--- src/rtl/frame_scheduler_pkg.sv ---
// Shared definitions for the frame scheduler: FSM state encoding,
// datapath phase indices and the default per-phase watchdog limit.
package frame_scheduler_pkg;

    // Scheduler FSM states.
    typedef enum logic [1:0] {
        S_IDLE  = 2'd0,
        S_START = 2'd1,
        S_WAIT  = 2'd2
    } sched_state_e;

    // Datapath phases, run in this order every frame.
    localparam int PH_ERASE   = 0;
    localparam int PH_UPDATE  = 1;
    localparam int PH_COLLIDE = 2;
    localparam int PH_DRAW    = 3;

    // Width of the watchdog counter and its default limit in clk cycles.
    localparam int          WD_W            = 24;
    localparam logic [23:0] DEFAULT_TIMEOUT = 24'd1000000;

endpackage

--- src/rtl/frame_scheduler_phase_watchdog.sv ---
// Per-phase watchdog: counts clk cycles while a phase is outstanding and
// raises expired once TIMEOUT-1 counts have elapsed since the last clear.
// The count holds at its limit so it never wraps back below it.
module phase_watchdog
    import frame_scheduler_pkg::*;
#(
    parameter logic [23:0] TIMEOUT = DEFAULT_TIMEOUT
) (
    input  logic clk,
    input  logic reset_i,
    input  logic clear_i,
    input  logic en_i,
    output logic expired_o
);

    localparam logic [WD_W-1:0] LIMIT = TIMEOUT - 24'd1;

    logic [WD_W-1:0] count_q;
    logic [WD_W-1:0] count_d;

    // Next count: clear has priority, otherwise count up to the limit.
    always_comb begin
        count_d = count_q;
        if (clear_i) begin
            count_d = '0;
        end else if (en_i && (count_q != LIMIT)) begin
            count_d = count_q + 24'd1;
        end
    end

    // Counter register with synchronous active-high reset.
    always_ff @(posedge clk) begin
        if (reset_i) begin
            count_q <= '0;
        end else begin
            count_q <= count_d;
        end
    end

    assign expired_o = (count_q == LIMIT);

endmodule

--- src/rtl/frame_scheduler.sv ---
// Frame scheduler: on each divider tick launches one game frame made of
// NUM_PHASES datapath phases run strictly in order.
//
// Handshake: start[i] is a one-cycle launch pulse for phase i, decoded only
// from registered state. The phase ends on the first done[i] pulse seen in a
// later cycle (done in the launch cycle and done bits of other phases are
// ignored) or when the watchdog expires. done wins over a same-cycle timeout.
// Ticks arriving while a frame is in progress are dropped and counted.
// reset_n is active-high despite its name.
module frame_scheduler
    import frame_scheduler_pkg::*;
#(
    parameter int          NUM_PHASES = 4,
    parameter logic [23:0] TIMEOUT    = DEFAULT_TIMEOUT,
    parameter int          OVR_W      = 8
) (
    input  logic                  clk,
    input  logic                  reset_n,
    input  logic                  tick,
    input  logic                  enable,
    input  logic [NUM_PHASES-1:0] done,
    output logic [NUM_PHASES-1:0] start,
    output logic [2:0]            phase,
    output logic                  busy,
    output logic [15:0]           frame_count,
    output logic                  overrun,
    output logic [OVR_W-1:0]      overrun_count,
    output logic                  timeout_err,
    output logic [1:0]            state_dbg
);

    localparam logic [2:0] LAST_IDX = 3'(NUM_PHASES - 1);

    sched_state_e           state_q, state_d;
    logic [2:0]             idx_q, idx_d;
    logic [15:0]            frame_count_q, frame_count_d;
    logic                   overrun_q, overrun_d;
    logic [OVR_W-1:0]       ovr_cnt_q, ovr_cnt_d;
    logic                   timeout_err_q, timeout_err_d;

    logic [NUM_PHASES-1:0]  idx_sel;
    logic                   phase_done;
    logic                   wd_clear;
    logic                   wd_en;
    logic                   wd_expired;

    // One-hot decode of the current phase index.
    always_comb begin
        idx_sel = '0;
        for (int i = 0; i < NUM_PHASES; i++) begin
            idx_sel[i] = (idx_q == 3'(i));
        end
    end

    // Only the done bit belonging to the current phase matters.
    assign phase_done = |(done & idx_sel);

    phase_watchdog #(
        .TIMEOUT (TIMEOUT)
    ) u_watchdog (
        .clk       (clk),
        .reset_i   (reset_n),
        .clear_i   (wd_clear),
        .en_i      (wd_en),
        .expired_o (wd_expired)
    );

    // Next-state logic: phase sequencing, frame counting, overrun tracking.
    always_comb begin
        state_d       = state_q;
        idx_d         = idx_q;
        frame_count_d = frame_count_q;
        overrun_d     = 1'b0;
        ovr_cnt_d     = ovr_cnt_q;
        timeout_err_d = timeout_err_q;
        wd_clear      = 1'b0;
        wd_en         = 1'b0;

        case (state_q)
            S_IDLE: begin
                if (tick && enable) begin
                    idx_d   = 3'(PH_ERASE);
                    state_d = S_START;
                end
            end
            S_START: begin
                // Launch cycle: restart the watchdog, done is not looked at.
                wd_clear = 1'b1;
                state_d  = S_WAIT;
            end
            S_WAIT: begin
                wd_en = 1'b1;
                if (phase_done || wd_expired) begin
                    if (!phase_done) begin
                        timeout_err_d = 1'b1;
                    end
                    if (idx_q == LAST_IDX) begin
                        state_d       = S_IDLE;
                        frame_count_d = frame_count_q + 16'd1;
                    end else begin
                        idx_d   = idx_q + 3'd1;
                        state_d = S_START;
                    end
                end
            end
            default: begin
                state_d = S_IDLE;
            end
        endcase

        // A tick during a frame (including its final cycle) is dropped.
        if (tick && (state_q != S_IDLE)) begin
            overrun_d = 1'b1;
            if (ovr_cnt_q != {OVR_W{1'b1}}) begin
                ovr_cnt_d = ovr_cnt_q + OVR_W'(1);
            end
        end
    end

    // State and status registers; reset wins over every other event.
    always_ff @(posedge clk) begin
        if (reset_n) begin
            state_q       <= S_IDLE;
            idx_q         <= '0;
            frame_count_q <= '0;
            overrun_q     <= 1'b0;
            ovr_cnt_q     <= '0;
            timeout_err_q <= 1'b0;
        end else begin
            state_q       <= state_d;
            idx_q         <= idx_d;
            frame_count_q <= frame_count_d;
            overrun_q     <= overrun_d;
            ovr_cnt_q     <= ovr_cnt_d;
            timeout_err_q <= timeout_err_d;
        end
    end

    assign start         = (state_q == S_START) ? idx_sel : '0;
    assign phase         = idx_q;
    assign busy          = (state_q != S_IDLE);
    assign frame_count   = frame_count_q;
    assign overrun       = overrun_q;
    assign overrun_count = ovr_cnt_q;
    assign timeout_err   = timeout_err_q;
    assign state_dbg     = state_q;

endmodule

--- config.mk ---
export PLATFORM = sky130hd
export DESIGN_NAME = frame_scheduler
export DESIGN_NICKNAME = d
export VERILOG_FILES = /design/src/rtl/frame_scheduler_pkg.sv /design/src/rtl/frame_scheduler_phase_watchdog.sv /design/src/rtl/frame_scheduler.sv
export SDC_FILE = /design/constraint.sdc
export NUM_CORES = 1
export LEC_CHECK = 0
export ABC_AREA = 1
export CORE_AREA = 2 2 90 92
export CTS_BUF_LIST = sky130_fd_sc_hd__clkbuf_16
export DETAILED_ROUTE_END_ITERATION = 12
export DIE_AREA = 0 0 92 94
export PLACE_DENSITY = 0.65
export SLEW_MARGIN = 20
export SYNTH_ARGS = -nofsm -noshare
export SYNTH_HDL_FRONTEND = slang
export SYNTH_SLANG_ARGS = --single-unit
--- constraint.sdc ---
create_clock -name clk -period 2.95 [get_ports clk]
set_clock_uncertainty 0.1 [all_clocks]
set_input_delay 0.885 -clock clk [delete_from_list [all_inputs] [get_ports clk]]
set_output_delay 0.885 -clock clk [all_outputs]
set_load 0.02 [all_outputs]
==> impl_metrics.yaml, run 1 <==
status:
  outcome: "finished clean"
synth:
  ys_types: 28
  syn_inst: 526
  synth_seq_area_share_pct: 32.9
  synth_fp_nets: 542
  synth_top_area_share_pct: 32.9
  synth_area_leaders: "dfxtp_1 (33%), nand2_1 (20%), nor2_1 (9.2%), a21oi_1 (6.6%), nand3_1 (6.0%)"
  synth_area_per_cell_sq_um: 6.36
  ys_warn_count: 0
  synthesis.area_sq_um: 3340
  yosysTopAreaCell: "dfxtp_1"
  ys_seq_elements: 55
placed_design:
  hpwl_um: 5740
  place.gp.congestion: 0.850
  io_buffers: 43
  dpl_cell_area_sq_um: 3860
worst_setup_path:
  cp_num_buf_inv: 2
  end_kind: "output port"
  cp.required_ns: 1.97
  startpoint_type: "register"
  cp_max_fo: 5
  arrival_ns: 1.71
  cp_slowest_cell: "clkdlybuf4s50_1"
  cpPeakStageDelay_ns: 0.61
  timing_worst_setup_path_type: "reg -> out"
  cp_top_family: "buffers and inverters"
  path_cells: "inv_1, ha_1, nand2_1, nor2_1, clkdlybuf4s50_1"
clock_network:
  clk_latency_ns: 0.29
  post_cts_buffers: 0
  clock_path_buffers: 2
  path_clk_slew_ns: 0.08
  root_buffer: "clkbuf_16"
  tritoncts: "built"
  cts_made_buffers: 5
  htreeDepth: 2
  clock_sinks: 55
routing:
  wirelength_um: 7920
  drcViolationCount: 0
  route.detailed.wl_per_inst_um: 11.7
  first_pass_iters: 4
  vias_per_cell: 4.94
  antenna_left: 0
  num_vias: 3329
  detail_route.iter0.violations: 126
sta:
  hold_viol: 0
  rsz0062_at_grt: "false"
  fin_crit_sh_pct: 91.5
  worst_pin_slew_ns: 0.491
  fmax_mhz: 371
  slew_headroom_pct: 67.1
  setup_viol: 0
  finalCriticalPeriod_ns: 2.70
  slew_viol_final: 0
  fin_setup_tns_ns: 0
layout:
  insertedDiodeCount: 0
  fin_util_pct: 52.7
  drive_above_1_share_pct: 4.90
  layout.nets: 587
  nFillCells: 780
  syn2layout_area_growth_pct: 19.9
  final_area_sq_um: 4010
global_route:
  grt_pass1_vias: 2985
  grt_overflow: 0
  antenna_found_initial: 0
  grt_max_degree: 23
  grt_usage_pct: 19.0
  grt_pass1_wl_um: 13600
power:
  total_power_uw: 1570
  peakVddDrop_mv: 0.237
  p_leak_uw: 0.00142
  cellPowerDensity_nw_per_um2: 391
die:
  die-height_um: 94
  initial_core_util_pct: 43.9
  ios: 44
  core_region_area_sq_um: 7610
  die_w_um: 92
  rows: 32
  dieArea_sq_um: 8650
run:
  max-cap-violations: 0
hold_path:
  hp-class: "reg -> reg"
-- metal layers --
metal	vias to the layer above	track usage [%]	part of all wire (%)
met5	-	0	0
li1	1762	-	-
met4	0	4.73	0.86
met2	51	30.3	43
met3	6	2.97	3.4
met1	1510	27.0	52
-- cell families after synthesis --
| logic type | synth area share, % |
|---|---|
| compound gates | 8.61 |
| buf+inv | 7.71 |
| simple gates | 42.5 |
| xor+xnor | 5.24 |
| flops | 32.9 |
| fa+ha+maj | 2.99 |
-- cell usage after synthesis --
master    instances
nand2_1         174
nand3_4           2
dfxtp_1          55
nand3_1          40
nor2_1           82
nand4_1           9
o21ai_1           1
nand2_8           1
inv_2             3
clkbuf_1          3
xnor2_1           9
a21boi_0          1
nand2_2           1
nor2_4            1
or2_2             2
nand2_4           2
inv_1            41
a21oi_1          44
nor2_2            3
xor2_1           11
buf_8             1
buf_2             2
o21ai_0          11
buf_6             4
nor3_1            5
ha_1              8
clkinv_1          3
nand3b_1          7
-- cell type report --
| cell class | instances | area (sq um) | area share [%] |
|---|---|---|---|
| multi-input cells | 414 | 1980 | 49.5 |
| flip-flops and latches | 55 | 1100 | 27.5 |
| repair buffers | 48 | 470 | 11.7 |
| inverters | 47 | 176 | 4.40 |
| well taps | 102 | 128 | 3.18 |
| clock buffers | 5 | 125 | 3.12 |
| clock inverters | 3 | 22.5 | 0.562 |
-- placed cells by master (no fill, tap or decap), types with 8 or more instances in the layout --
cell type	instances
nand2_1	174
nor2_1	82
dfxtp_1	55
a21oi_1	44
clkdlybuf4s50_1	42
inv_1	41
nand3_1	40
xor2_1	11
o21ai_0	11
nand4_1	9
xnor2_1	9
ha_1	8
-- what timing repair did --
action,CTS,global route
setup endpoints to repair,0,1
hold buffers,0,0
resized for setup,0,1
-- flip-flops by register name (all words and copies together) (netlist names) --
| name | flops |
|---|---|
| overrun | 1 |
| u_watchdog.count_q | 24 |
| phase | 3 |
| frame_count | 16 |
| timeout_err | 1 |
| state_dbg | 2 |
| overrun_count | 8 |
-- worst register-to-register path: cells and delay by family, from the launching register on --
| family | cells | cell delay [ns] |
|---|---|---|
| AND/OR/NAND/NOR | 5 | 0.87 |
| flip-flops | 1 | 0.44 |
| adder cells (fa/ha/maj) | 1 | 0.36 |
| buffers and inverters | 1 | 0.23 |
| AO/OA/AOI/OAI | 1 | 0.06 |
-- final timing paths --
path / startpoint / endpoint / slack (ns) / cells after the start
worst max-delay path: phase[0] / start[0] / 0.25 / 5
worst min-delay path: timeout_err / timeout_err / 0.37 / 2
worst max register to register: u_watchdog.count_q[0] / u_watchdog.count_q[22] / 0.77 / 8
worst min register to register: timeout_err / timeout_err / 0.37 / 2
-- report_power, final --
| group | internal [uW] | switching, uW |
|---|---|---|
| sequential | 754 | 13.1 |
| clock | 319 | 283 |
| combinational | 71.1 | 126 |
-- per-stage QoR --
step | setup WS, ns | hold slack, ns | cells
2_1_floorplan | 0.766 | 0.365 | 526
3_3_place_gp | 0.462 | 0.359 | 666
3_5_place_dp | 0.445 | 0.368 | 666
4_1_cts | 0.0985 | 0.380 | 674
5_1_grt | 0.0897 | 0.395 | 674
6_report | 0.252 | 0.366 | 674
No activity file was read; power rests on OpenSTA's default activity.
==> inputs of run 2 (changes only) <==
- GPL_TIMING_DRIVEN: unset -> 1
- TNS_END_PERCENT: unset -> 10
==> results of run 2 <==
Same layout as run 1: the final DEF is identical, and so are final timing and power.
